--- config.mk ---
export PLATFORM = sky130hd
export DESIGN_NAME = neuron_argmax_collector
export DESIGN_NICKNAME = d
export VERILOG_FILES = /design/src/rtl/neuron_argmax_collector.sv
export SDC_FILE = /design/constraint.sdc
export NUM_CORES = 1
export LEC_CHECK = 0
export CAP_MARGIN = 10
export CORE_MARGIN = 2
export CORE_UTILIZATION = 25
export DETAILED_ROUTE_END_ITERATION = 7
export PLACE_DENSITY = 0.49
export SYNTH_ARGS = -nofsm -noshare
export SYNTH_HDL_FRONTEND = slang
export SYNTH_SLANG_ARGS = --single-unit
--- constraint.sdc ---
create_clock -name clk -period 31.5 [get_ports clk]
set_clock_uncertainty 0.2 [all_clocks]
set_input_delay 9.45 -clock clk [delete_from_list [all_inputs] [get_ports clk]]
set_output_delay 9.45 -clock clk [all_outputs]
set_load 0.005 [all_outputs]
--- src/rtl/neuron_argmax_collector.sv ---
// -----------------------------------------------------------------------------
// neuron_argmax_collector
//
// Consumer end of the output neuron layer. It waits for every neuron to
// report done and, on the rising edge of that "all done" condition, takes a
// snapshot of all neuron scores. It then walks the snapshot one score per
// cycle looking for the largest signed value, and publishes the winning class
// index together with its score.
//
// Ports
//   clk          system clock, rising-edge active
//   rst          asynchronous active-high reset
//   IN_SCORES    concatenated neuron scores; neuron k at [k*OUTPUT_WIDTH +: OUTPUT_WIDTH]
//   NEURON_DONE  per-neuron done levels (held high while a result is held)
//   CLASS        index of the winning neuron
//   MAX_SCORE    score of the winning neuron, bit-exact copy of the input
//   valid        CLASS/MAX_SCORE hold a completed result
//   busy         a scan is in progress
//   overrun      sticky: a new all-done edge arrived during a scan
// -----------------------------------------------------------------------------
module neuron_argmax_collector #(
    parameter int NUM_NEURONS  = 10,
    parameter int OUTPUT_WIDTH = 26,
    parameter int CLASS_WIDTH  = 4
) (
    input  logic                                clk,
    input  logic                                rst,
    input  logic [NUM_NEURONS*OUTPUT_WIDTH-1:0] IN_SCORES,
    input  logic [NUM_NEURONS-1:0]              NEURON_DONE,
    output logic [CLASS_WIDTH-1:0]              CLASS,
    output logic [OUTPUT_WIDTH-1:0]             MAX_SCORE,
    output logic                                valid,
    output logic                                busy,
    output logic                                overrun
);

    typedef enum logic [1:0] {
        IDLE = 2'd0,
        SCAN = 2'd1,
        HOLD = 2'd2
    } state_t;

    localparam logic [CLASS_WIDTH-1:0] LAST_IDX = CLASS_WIDTH'(NUM_NEURONS - 1);

    state_t state;

    logic all_done;
    logic all_done_q;
    logic start;

    logic signed [OUTPUT_WIDTH-1:0] in_score  [NUM_NEURONS];
    logic signed [OUTPUT_WIDTH-1:0] score_buf [NUM_NEURONS];

    logic signed [OUTPUT_WIDTH-1:0] best_score;
    logic [CLASS_WIDTH-1:0]         best_idx;
    logic [CLASS_WIDTH-1:0]         idx;

    logic signed [OUTPUT_WIDTH-1:0] cand_score;
    logic signed [OUTPUT_WIDTH-1:0] next_best_score;
    logic [CLASS_WIDTH-1:0]         next_best_idx;

    // Split the flat input bus into one signed score per neuron.
    for (genvar k = 0; k < NUM_NEURONS; k++) begin : g_unpack
        assign in_score[k] = IN_SCORES[k*OUTPUT_WIDTH +: OUTPUT_WIDTH];
    end

    // Only the rising edge of "all done" starts a scan, so a done level held
    // high across the result never retriggers.
    assign all_done = &NEURON_DONE;
    assign start    = all_done & ~all_done_q;

    // Running compare for the current scan position. Strict greater-than keeps
    // the lower index on ties.
    always_comb begin
        cand_score      = score_buf[idx];
        next_best_score = best_score;
        next_best_idx   = best_idx;
        if (cand_score > best_score) begin
            next_best_score = cand_score;
            next_best_idx   = idx;
        end
    end

    always_ff @(posedge clk or posedge rst) begin
        if (rst) begin
            state      <= IDLE;
            all_done_q <= 1'b0;
            CLASS      <= '0;
            MAX_SCORE  <= '0;
            valid      <= 1'b0;
            busy       <= 1'b0;
            overrun    <= 1'b0;
            best_score <= '0;
            best_idx   <= '0;
            idx        <= '0;
            for (int k = 0; k < NUM_NEURONS; k++) begin
                score_buf[k] <= '0;
            end
        end else begin
            all_done_q <= all_done;

            case (state)
                IDLE, HOLD: begin
                    if (start) begin
                        // Snapshot: later changes on IN_SCORES cannot disturb
                        // this result.
                        for (int k = 0; k < NUM_NEURONS; k++) begin
                            score_buf[k] <= in_score[k];
                        end
                        best_score <= in_score[0];
                        best_idx   <= '0;
                        idx        <= CLASS_WIDTH'(1);
                        valid      <= 1'b0;
                        if (NUM_NEURONS == 1) begin
                            // Single neuron: nothing to compare, publish now.
                            CLASS     <= '0;
                            MAX_SCORE <= in_score[0];
                            valid     <= 1'b1;
                            busy      <= 1'b0;
                            state     <= HOLD;
                        end else begin
                            busy  <= 1'b1;
                            state <= SCAN;
                        end
                    end
                end

                SCAN: begin
                    // A fresh all-done edge mid-scan is dropped but remembered.
                    if (start) begin
                        overrun <= 1'b1;
                    end
                    best_score <= next_best_score;
                    best_idx   <= next_best_idx;
                    idx        <= idx + CLASS_WIDTH'(1);
                    if (idx == LAST_IDX) begin
                        CLASS     <= next_best_idx;
                        MAX_SCORE <= next_best_score;
                        valid     <= 1'b1;
                        busy      <= 1'b0;
                        state     <= HOLD;
                    end
                end

                default: begin
                    state <= IDLE;
                end
            endcase
        end
    end

endmodule
# Word-level counts from Yosys, hierarchy flattened
# Index checks and enable logic that the tools add are counted.
[word_totals] in_bits=272 register_bits=330
[classes] bitwise=3 mux=20 add_sub_neg=1 n_eq_ne=5 reduce_logical=10 n_lt_le_gt_ge=2
[ops] operator="binary-select mux 26 bit (select 4 bit)" n=1
[ops] operator="2-to-1 mux 26 bit" n=4
[ops] operator="one-hot mux 26 bit (2 select lines)" n=1
[ops] operator="greater-than comparator 26 bit" n=1
[ops] operator="one-hot mux 4 bit (2 select lines)" n=2
[ops] operator="2-to-1 mux 4 bit" n=3
[ops] operator="AND reduction 10 bit" n=1
[ops] operator="AND reduction 2 bit" n=5
[ops] operator=">= comparator 5 bit (second input constant)" n=1
[ops] operator="inverter 4 -> 5 bit" n=1
[ops] operator="adder 4 x 1 -> 4 bit (second input constant)" n=1
[ops] operator="== test 4 bit (second input constant)" n=1
[ops] operator="2-to-1 mux 1 bit" n=4
[ops] operator="2-to-1 mux 2 bit" n=2
[ops] operator="!= test 2 bit (second input constant)" n=2
[ops] operator="one-hot mux 1 bit (2 select lines)" n=2
[ops] operator="one-hot mux 2 bit (2 select lines)" n=1
[ops] operator="AND reduction 3 bit" n=1
[ops] operator="== test 2 x 1 -> 1 bit (second input constant)" n=1
[ops] operator="== test 2 bit (second input constant)" n=1
[ops] operator="zero test 2 bit" n=1
[ops] operator="nonzero test 2 bit" n=1
[ops] operator="OR reduction 2 bit" n=1
[ops] operator="AND 1 bit" n=1
[ops] operator="inverter 1 bit" n=1

# Logic depth before layout (Yosys ltp)
# Gate-level depths: netlist (run 1).
[depth] ltp_word=7 depth_mapped=16

# Worst setup path before layout (run 1)
# OpenSTA, ideal clock, no wires.
[synth_timing] kind="input to register" startpoint="input NEURON_DONE[2]" endpoint="register score_buf[0] (netlist name)" cell_stages=8 setup_ps=65 t_arrival_ps=10940 slack_ps=20295 path_cell_list="nand4_1 > nor4_1 > nor2b_1 > buf_2 > clkbuf_1 > buf_2 > nand2_1 > nand2_1"
[synth_via] elab_chain_cells=3
[synth_rtl] item="start, declared" line="29" text="input logic [NUM_NEURONS-1:0] NEURON_DONE,"
[synth_rtl] item="AND reduction 10 bit" line="69" text="assign all_done = &NEURON_DONE;"
[synth_rtl] item="AND 1 bit" line="70" text="assign start = all_done & ~all_done_q;"
[synth_rtl] item="AND reduction 2 bit (no source line)"
[synth_rtl] item="end signal, assigned by index" line="108" text="score_buf[k] <= in_score[k];"
[synth_rtl] item="end, declared" line="52" text="logic signed [OUTPUT_WIDTH-1:0] score_buf [NUM_NEURONS];"
# Every way passes these cells.
# A chain may end at the register's enable or synchronous reset.

# Worst setup path after layout (run 1)
[layout_timing] startpoint="input NEURON_DONE[2]" endpoint="register best_score[0]"
[layout_via] elab_chain_cells=4
[layout_rtl] item="AND reduction 10 bit" line="69"
[layout_rtl] item="AND 1 bit" line="70"
[layout_rtl] item="!= test 2 bit (no source line)"
[layout_rtl] item="AND reduction 2 bit (no source line)"
[layout_rtl] item="end signal, assigned" line="110" text="best_score <= in_score[0];"
[layout_rtl] item="end signal, assigned" line="133" text="best_score <= next_best_score;"
[layout_rtl] item="end, declared" line="54" text="logic signed [OUTPUT_WIDTH-1:0] best_score;"
# Every way passes these cells.

==> results of run 1 <==
-- through the flow --
stage	hold WS, ns	util, %	power (mW)	cells
global placement	0.246	31.2	0.771	2649
global route	0.278	33.4	1.31	2718
floorplan	0.233	-	0.666	1644
CTS	0.265	33.4	1.27	2718
detailed placement	0.252	31.2	0.773	2649
finish	0.260	33.4	1.24	2718
-- sequential cells by signal, summed over array words and instances (netlist names) --
name / count
MAX_SCORE: 26
best_idx: 4
valid: 1
busy: 1
score_buf: 260
idx: 4
all_done_q: 1
state: 2
CLASS: 4
overrun: 1
best_score: 26
-- per-layer routing --
layer	up-vias	track usage, %	wire, um
met3	42	2.37	2330
met2	299	23.5	21900
met5	-	0	0
li1	5872	-	-
met1	6039	23.3	24500
met4	0	4.01	797
-- cells in the final DEF, fill, tap and decap left out, drive strengths merged --
| cell type | instances |
|---|---|
| a31oi | 1 |
| o21ai | 62 |
| o31ai | 1 |
| a2111oi | 1 |
| nand2 | 844 |
| nand4 | 9 |
| a41oi | 1 |
| a211oi | 2 |
| a21oi | 9 |
| nor2 | 6 |
| clkdlybuf4s50 | 304 |
| clkbuf | 56 |
| dfrtp | 330 |
| bufinv | 5 |
| clkinv | 6 |
| and2 | 2 |
| nor2b | 2 |
| buf | 13 |
| nand3 | 2 |
| o2111ai | 1 |
| and3b | 1 |
| a221o | 2 |
| xor2 | 1 |
| o22ai | 26 |
| o41ai | 1 |
| a221oi | 1 |
| nor4 | 2 |
| clkinvlp | 2 |
| mux2i | 80 |
| mux2 | 1 |
| a22o | 4 |
| nor3 | 2 |
| nand2b | 5 |
| a21o | 30 |
| mux4 | 52 |
| ha | 28 |
| inv | 33 |
-- layout make-up --
class / instances / area share, %
flip-flops and latches: 330 / 40.3
multi-input cells: 1179 / 32.2
repair buffers: 317 / 15.4
clock buffers: 56 / 5.72
well taps: 790 / 4.82
clock inverters: 13 / 0.952
inverters: 33 / 0.641
-- power breakdown --
group	switching (mW)	leakage, nW	internal (mW)
logic	0.132	5.25	0.126
clock network	0.184	0.671	0.299
registers	0.0453	4.52	0.454
total	0.362	10.4	0.879
-- worst paths after layout --
check | startpoint | endpoint | slack, ns | cells past startpoint
max in group asynchronous | rst | score_buf[239]$_DFFE_PP0P_ | 19.44 | 4
max reg2reg | idx[0]$_DFFE_PP0P_ | best_score[25]$_DFFE_PP0P_ | 25.00 | 12
max | NEURON_DONE[2] | best_score[0]$_DFFE_PP0P_ | 18.72 | 8
min in group asynchronous | rst | score_buf[148]$_DFFE_PP0P_ | 9.25 | 2
min reg2reg | score_buf[137]$_DFFE_PP0P_ | score_buf[137]$_DFFE_PP0P_ | 0.26 | 2
min | score_buf[137]$_DFFE_PP0P_ | score_buf[137]$_DFFE_PP0P_ | 0.26 | 2
-- worst min-delay path, cell delays in order (launching register included) --
cell and delay (ns):
sky130_fd_sc_hd__dfrtp_1 0.33, sky130_fd_sc_hd__nand2_1 0.05, sky130_fd_sc_hd__nand2_1 0.05
-- cell families after synthesis --
logic type / after synthesis / synth area share, %
flops: 330 / 53.6
compound gates: 142 / 5.72
xor+xnor: 1 / 0.0568
buf+inv: 135 / 3.78
simple gates: 875 / 21.7
fa+ha+maj: 28 / 2.27
mux: 133 / 12.9
==> results.txt, run 1 <==
The flow ran to the end, and the final reports show no timing, DRC or antenna violations. The post-route DRC violation count came out at 0. The share of the synthesized area in the top cell type is 53.6%. Headroom to the max-slew limit came out at 7.89%.

The layout overhead on the synthesized area is 33.0%. Walking the worst path, the cells encountered are clkdlybuf4s50_1 > nand4_1 > nor4_1 > nor2b_4 > buf_12 > nand2_1 > o31ai_1 > a21o_1. The per-cell routed wire length is 18.3 um. The setup path with the least slack is of type primary input to flop. The clock-pin transition on the worst setup and hold timing paths came out at 0.06 ns. Routability-driven placement finished with a final weighted congestion of 0.785. The count of different cell masters after synthesis came out at 39. The cell sitting at the root of the clock tree is a sky130_fd_sc_hd__clkbuf_16. The total routed wirelength came out at 49600 um. TritonCTS built the clock tree. The biggest cell delay along the critical path is 0.76 ns. The width of the chip is 252 um. The largest total area in the synthesized netlist belongs to sky130_fd_sc_hd__dfrtp_1. The worst-margin pin slew came out at 1.38 ns. The estimated wirelength of the detail-placed design is 34600 um. The length of the first detailed-routing pass in iterations is 5. The largest net degree at the start of global routing is 237. The final-report max-slew violation count is 0. The cell count after synthesis came out at 1644. The H-tree was split into 2 levels. With fillers left out, the area of the finished cells amounts to 20500 um^2. The max-capacitance violation count is 0. The sequential cells in the finished layout cover a total of 8270 um^2. The launching element type of the critical path is a primary input. The die is 252 um tall. The post-CTS setup repair buffer count is 0. The number of warning messages in the yosys log came out at 0. Ranked by instance count, the synthesized netlist is headed by sky130_fd_sc_hd__nand2_1 (844), sky130_fd_sc_hd__dfrtp_1 (330), sky130_fd_sc_hd__mux2i_1 (80), sky130_fd_sc_hd__clkbuf_1 (55), sky130_fd_sc_hd__mux4_2 (52). The number of nets with antenna violations after detailed routing came out at 0.

Input and output buffers added on the ports amount to 304. For the worst setup path, the data arrival time is 13.06 ns. The total track usage is 15.6%. Buffers inserted during clock tree synthesis total 40.

The clock latency on the worst-skew pair is 0.55 ns. Setup violations remaining at the end of the flow were counted as 0. The combined area of all synthesized cells is 15400 um^2. The final worst slack is 18.72 ns. Setup repair after global routing left no endpoint under its margin. The number of hold buffers added after CTS was 0. The via count of the first global-routing pass is 12.6k. The part of the Yosys area used for sequential elements came out at 53.6%. The worst-case IR drop observed on VDD is 0.0000322 V.

In this run, the number of DRC markers left after iteration 0 of detailed routing was 706. The number of hold violations in the final report is 0. In this run the count of I/O pins placed on the die edge is 305. The fraction of layout instances using a drive strength above 1 came out at 7.26%. The post-synth net total came out at 1944.

The number of clock sinks came out at 330. The average footprint of a synthesized cell came out at 9.38 um^2. The number of enable-type register cells in the synthesized netlist came out at 0. The first-pass GRT wire length came out at 75900 um. The buffer levels on the longest clock path is 3. The floorplan step defined a die boundary enclosing 63700 um^2. For the worst setup path, the data required time is 31.78 ns.

The multi-input combinational cells in the finished layout cover a total of 6600 um^2. The synthesis-stage register bit count came out at 330. The antenna cell count is 0. The initial core utilization came out at 25.1%. Counting both buffers and inverters, the worst setup path holds a total of 2. After floorplanning, the core was sized to cover 61400 um^2.

For this design, the slowest cell found on the critical path is sky130_fd_sc_hd__nor4_1. The count of cells resized by post-cts repair is 0. The most instantiated library cell after synthesis is sky130_fd_sc_hd__nand2_1. The filler cell count came out at 6291. The cell family contributing the most delay on the critical path is simple AND/OR/NAND/NOR gates.

The maximum frequency from static timing analysis is 78.2 MHz. The count of nets after finishing is 2201. The aggregate global routing overflow came out at 0.

The top flip-flop cell by instance count after synthesis is sky130_fd_sc_hd__dfrtp_1. After layout, the worst path uses 40.6% of the clock period. The row count came out at 91. The worst setup path is captured at a flop. Sorting the synthesized cells by area gives the leading types as sky130_fd_sc_hd__dfrtp_1 (54%), sky130_fd_sc_hd__nand2_1 (21%), sky130_fd_sc_hd__mux4_2 (7.6%), sky130_fd_sc_hd__mux2i_1 (5.2%), sky130_fd_sc_hd__ha_1 (2.3%).

The post-layout minimum cycle time is 12.78 ns. The worst hold-check path type is flop to flop. In this run the cell area measured after placement is 19100 um^2. The via density per instance came out at 4.51.

The total power per unit cell area came out at 60.5 nW/um^2. Counting flops with an async set or reset pin after synthesis yields a share of 100%. The initial antenna violation count is 1.

The routed layout has 12.3k vias. The setup TNS is 0 ns. The biggest fanout along the worst timing path is 236. The worst-case setup slack after placement came out at 18.32 ns. In this run the static leakage power is 10.4 nW.
No activity file was read; power rests on OpenSTA's default activity.
==> inputs of run 2 (changes only) <==
--- a/config.mk
+++ b/config.mk
@@ -9,7 +9,7 @@
 export CORE_MARGIN = 2
 export CORE_UTILIZATION = 25
 export DETAILED_ROUTE_END_ITERATION = 7
-export PLACE_DENSITY = 0.49
+export PLACE_DENSITY = 0.5
 export SYNTH_ARGS = -nofsm -noshare
 export SYNTH_HDL_FRONTEND = slang
 export SYNTH_SLANG_ARGS = --single-unit
==> constraint.sdc (replaced) <==
create_clock -name clk -period 10.4 [get_ports clk]
set_clock_uncertainty 0.2 [all_clocks]
set_input_delay 3.12 -clock clk [delete_from_list [all_inputs] [get_ports clk]]
set_output_delay 3.12 -clock clk [all_outputs]
set_load 0.005 [all_outputs]
==> results.txt, run 2 (synthesized netlist as in run 1, its figures left out) <==
Counting the fill cells in the layout gives 6267. The worst register-to-register path has a setup slack of 4.29 ns. The design draws 3.73 mW. The layout overhead on the synthesized area is 33.1%. At the later pin of the worst-skew pair, clock insertion delay measures 0.55 ns.

The number of hold violations in the final report is 0. The width of the chip came out at 252 um. In this run the cell area measured after placement is 19200 um^2. In the layout the commonest cells are sky130_fd_sc_hd__nand2_1 (843), sky130_fd_sc_hd__dfrtp_1 (327), sky130_fd_sc_hd__clkdlybuf4s50_1 (304), sky130_fd_sc_hd__mux2i_1 (80), sky130_fd_sc_hd__mux4_2 (52). The total track usage is 15.6%. The first-pass GRT wire length is 75800 um.

The setup TNS is 0 ns. The aggregate global routing overflow came out at 0. The multi-input combinational cell area came out at 6600 um^2. The first routing iteration left 733 violations.

The run finished with clean final reports. The initial antenna violation count came out at 3. The number of stages on the worst hold path is 2. The fraction of layout instances using a drive strength above 1 came out at 7.24%. The estimated wirelength of the detail-placed design is 34700 um. The worst setup path is launched from a flop.

STA classifies the critical path endpoint as a flop. The number of standard cells in the final layout excluding fillers came out at 2726. The number of clock sinks is 330. The static leakage power is 10.5 nW. The count of cells resized by post-cts repair is 0. The per-cell routed wire length is 18.2 um. After layout, the worst path uses 58.8% of the clock period. Measured against its own limit, the worst slew margin works out to 21.2%. The instance count after placement with tap cells included came out at 2652. The root buffer cell chosen for the clock tree is sky130_fd_sc_hd__clkbuf_16. From bottom edge to top edge, the die measures 252 um. The number of I/O pins came out at 305. Prior to clock tree synthesis, the placed netlist has a worst setup slack of 3.66 ns. VDD sags by at most 0.0000943 V. The CTS tree is done. The worst setup path is of the flop to flop kind. The initial core utilization came out at 25.1%. For this design the ratio of total power to cell area is 182 nW/um^2. The total core area came out at 61400 um^2. The congestion estimate from routability-driven global placement came to 0.801. The buffer levels on the longest clock path came out at 3.

The number of buffers added by the clock tree synthesis step is 41. The path class of the tightest hold or removal check is flop to flop. The via density per instance is 4.49.

After layout, the worst setup slack is 4.29 ns. For this run, the post-layout net count is 2206. The row count came out at 91. In the final layout, flip-flops and latches occupy 8270 um^2. The worst-margin pin slew is 1.18 ns. The via count of the first global-routing pass is 12.7k.

The final-report max-slew violation count came out at 0. Leaving out fill and tap cells, the most frequent cell in the layout is sky130_fd_sc_hd__nand2_1. Setup violations remaining at the end of the flow were counted as 0. The depth of the worst register-to-register path came out at 13.

The H-tree level count is 2. The total routed wirelength is 49500 um. The vias after detailed routing is 12.2k. The maximum frequency from static timing analysis is 164 MHz.

The number of nets with antenna violations after detailed routing is 0. The largest registers in the layout are score_buf x260, MAX_SCORE x26, best_score x26. The length of the first detailed-routing pass in iterations is 5. Setup repair after global routing left no endpoint under its margin.

After clock tree synthesis, the clock-pin slew on the worst setup and hold paths is 0.06 ns. The quantity of I/O buffers inserted on ports is 304. The largest net degree at the start of global routing is 126.

More flip-flops sit in one register than any other, and that register is score_buf. The data arrival time of the critical path is 6.41 ns. The post-route DRC violation count came out at 0. The final standard cell area without fillers came out at 20500 um^2. The number of buffers inserted for hold repair after clock tree synthesis came out at 0. The post-CTS setup repair buffer count came out at 0. Data on the critical path is required at its endpoint by 10.69 ns. The max-capacitance violation count is 0. In this run the worst path has a maximum fanout of 57. The worst path in the final design needs a cycle of 6.11 ns, including I/O delays and setup. The register with the most flip-flops in the layout has 260 of them. The die outline area came out at 63700 um^2.
## run 2: worst max-delay path, cell delays in order, from the launching register on
cell                      delay [ns]
sky130_fd_sc_hd__dfrtp_4        0.86
sky130_fd_sc_hd__buf_4          0.57
sky130_fd_sc_hd__mux4_2         0.62
sky130_fd_sc_hd__mux2i_1        0.26
sky130_fd_sc_hd__o22ai_1        0.20
sky130_fd_sc_hd__ha_1           0.35
sky130_fd_sc_hd__nand4_1        0.20
sky130_fd_sc_hd__nor3_2         0.28
sky130_fd_sc_hd__nand4_1        0.20
sky130_fd_sc_hd__o41ai_1        0.48
sky130_fd_sc_hd__mux2_4         0.81
sky130_fd_sc_hd__a21o_1         0.60
sky130_fd_sc_hd__buf_16         0.24
sky130_fd_sc_hd__a221o_1        0.15
## run 2: power breakdown
group	total, mW	switching, mW	internal [mW]
Clock	1.42	0.558	0.864
Sequential	1.48	0.105	1.38
Combinational	0.822	0.434	0.387
## run 2: layer usage
metal  wire (um)  part of all wire (%)  track usage [%]
met1       24700                    50             23.3
met2       21700                    44             23.1
met3        2070                   4.2             2.71
met4        1050                   2.1             4.23
met5           0                     0                0
## run 2: metrics by stage
stage | utilization [%] | hold slack, ns
after floorplan | - | 0.233
after global placement | 31.2 | 0.245
after detailed placement | 31.2 | 0.252
after CTS | 33.4 | 0.265
after global routing | 33.4 | 0.280
final | 33.4 | 0.259
## run 2: area by class of cell
class	count	area share (%)
sequential	330	40.3
multi-input combinational	1179	32.2
timing repair buffer	321	15.6
clock buffer	60	5.80
tap	790	4.82
clock inverter	11	0.671
inverter	33	0.622
antenna	2	0.0244
## run 2: final timing paths
| kind | startpoint | endpoint |
|---|---|---|
| worst max register to register | idx[0]$_DFFE_PP0P_ | best_score[25]$_DFFE_PP0P_ |
| max in group asynchronous | rst | score_buf[130]$_DFFE_PP0P_ |
| worst min-delay path | score_buf[55]$_DFFE_PP0P_ | score_buf[55]$_DFFE_PP0P_ |
| worst min register to register | score_buf[55]$_DFFE_PP0P_ | score_buf[55]$_DFFE_PP0P_ |
| worst max-delay path | idx[0]$_DFFE_PP0P_ | best_score[25]$_DFFE_PP0P_ |
| min in group asynchronous | rst | score_buf[99]$_DFFE_PP0P_ |
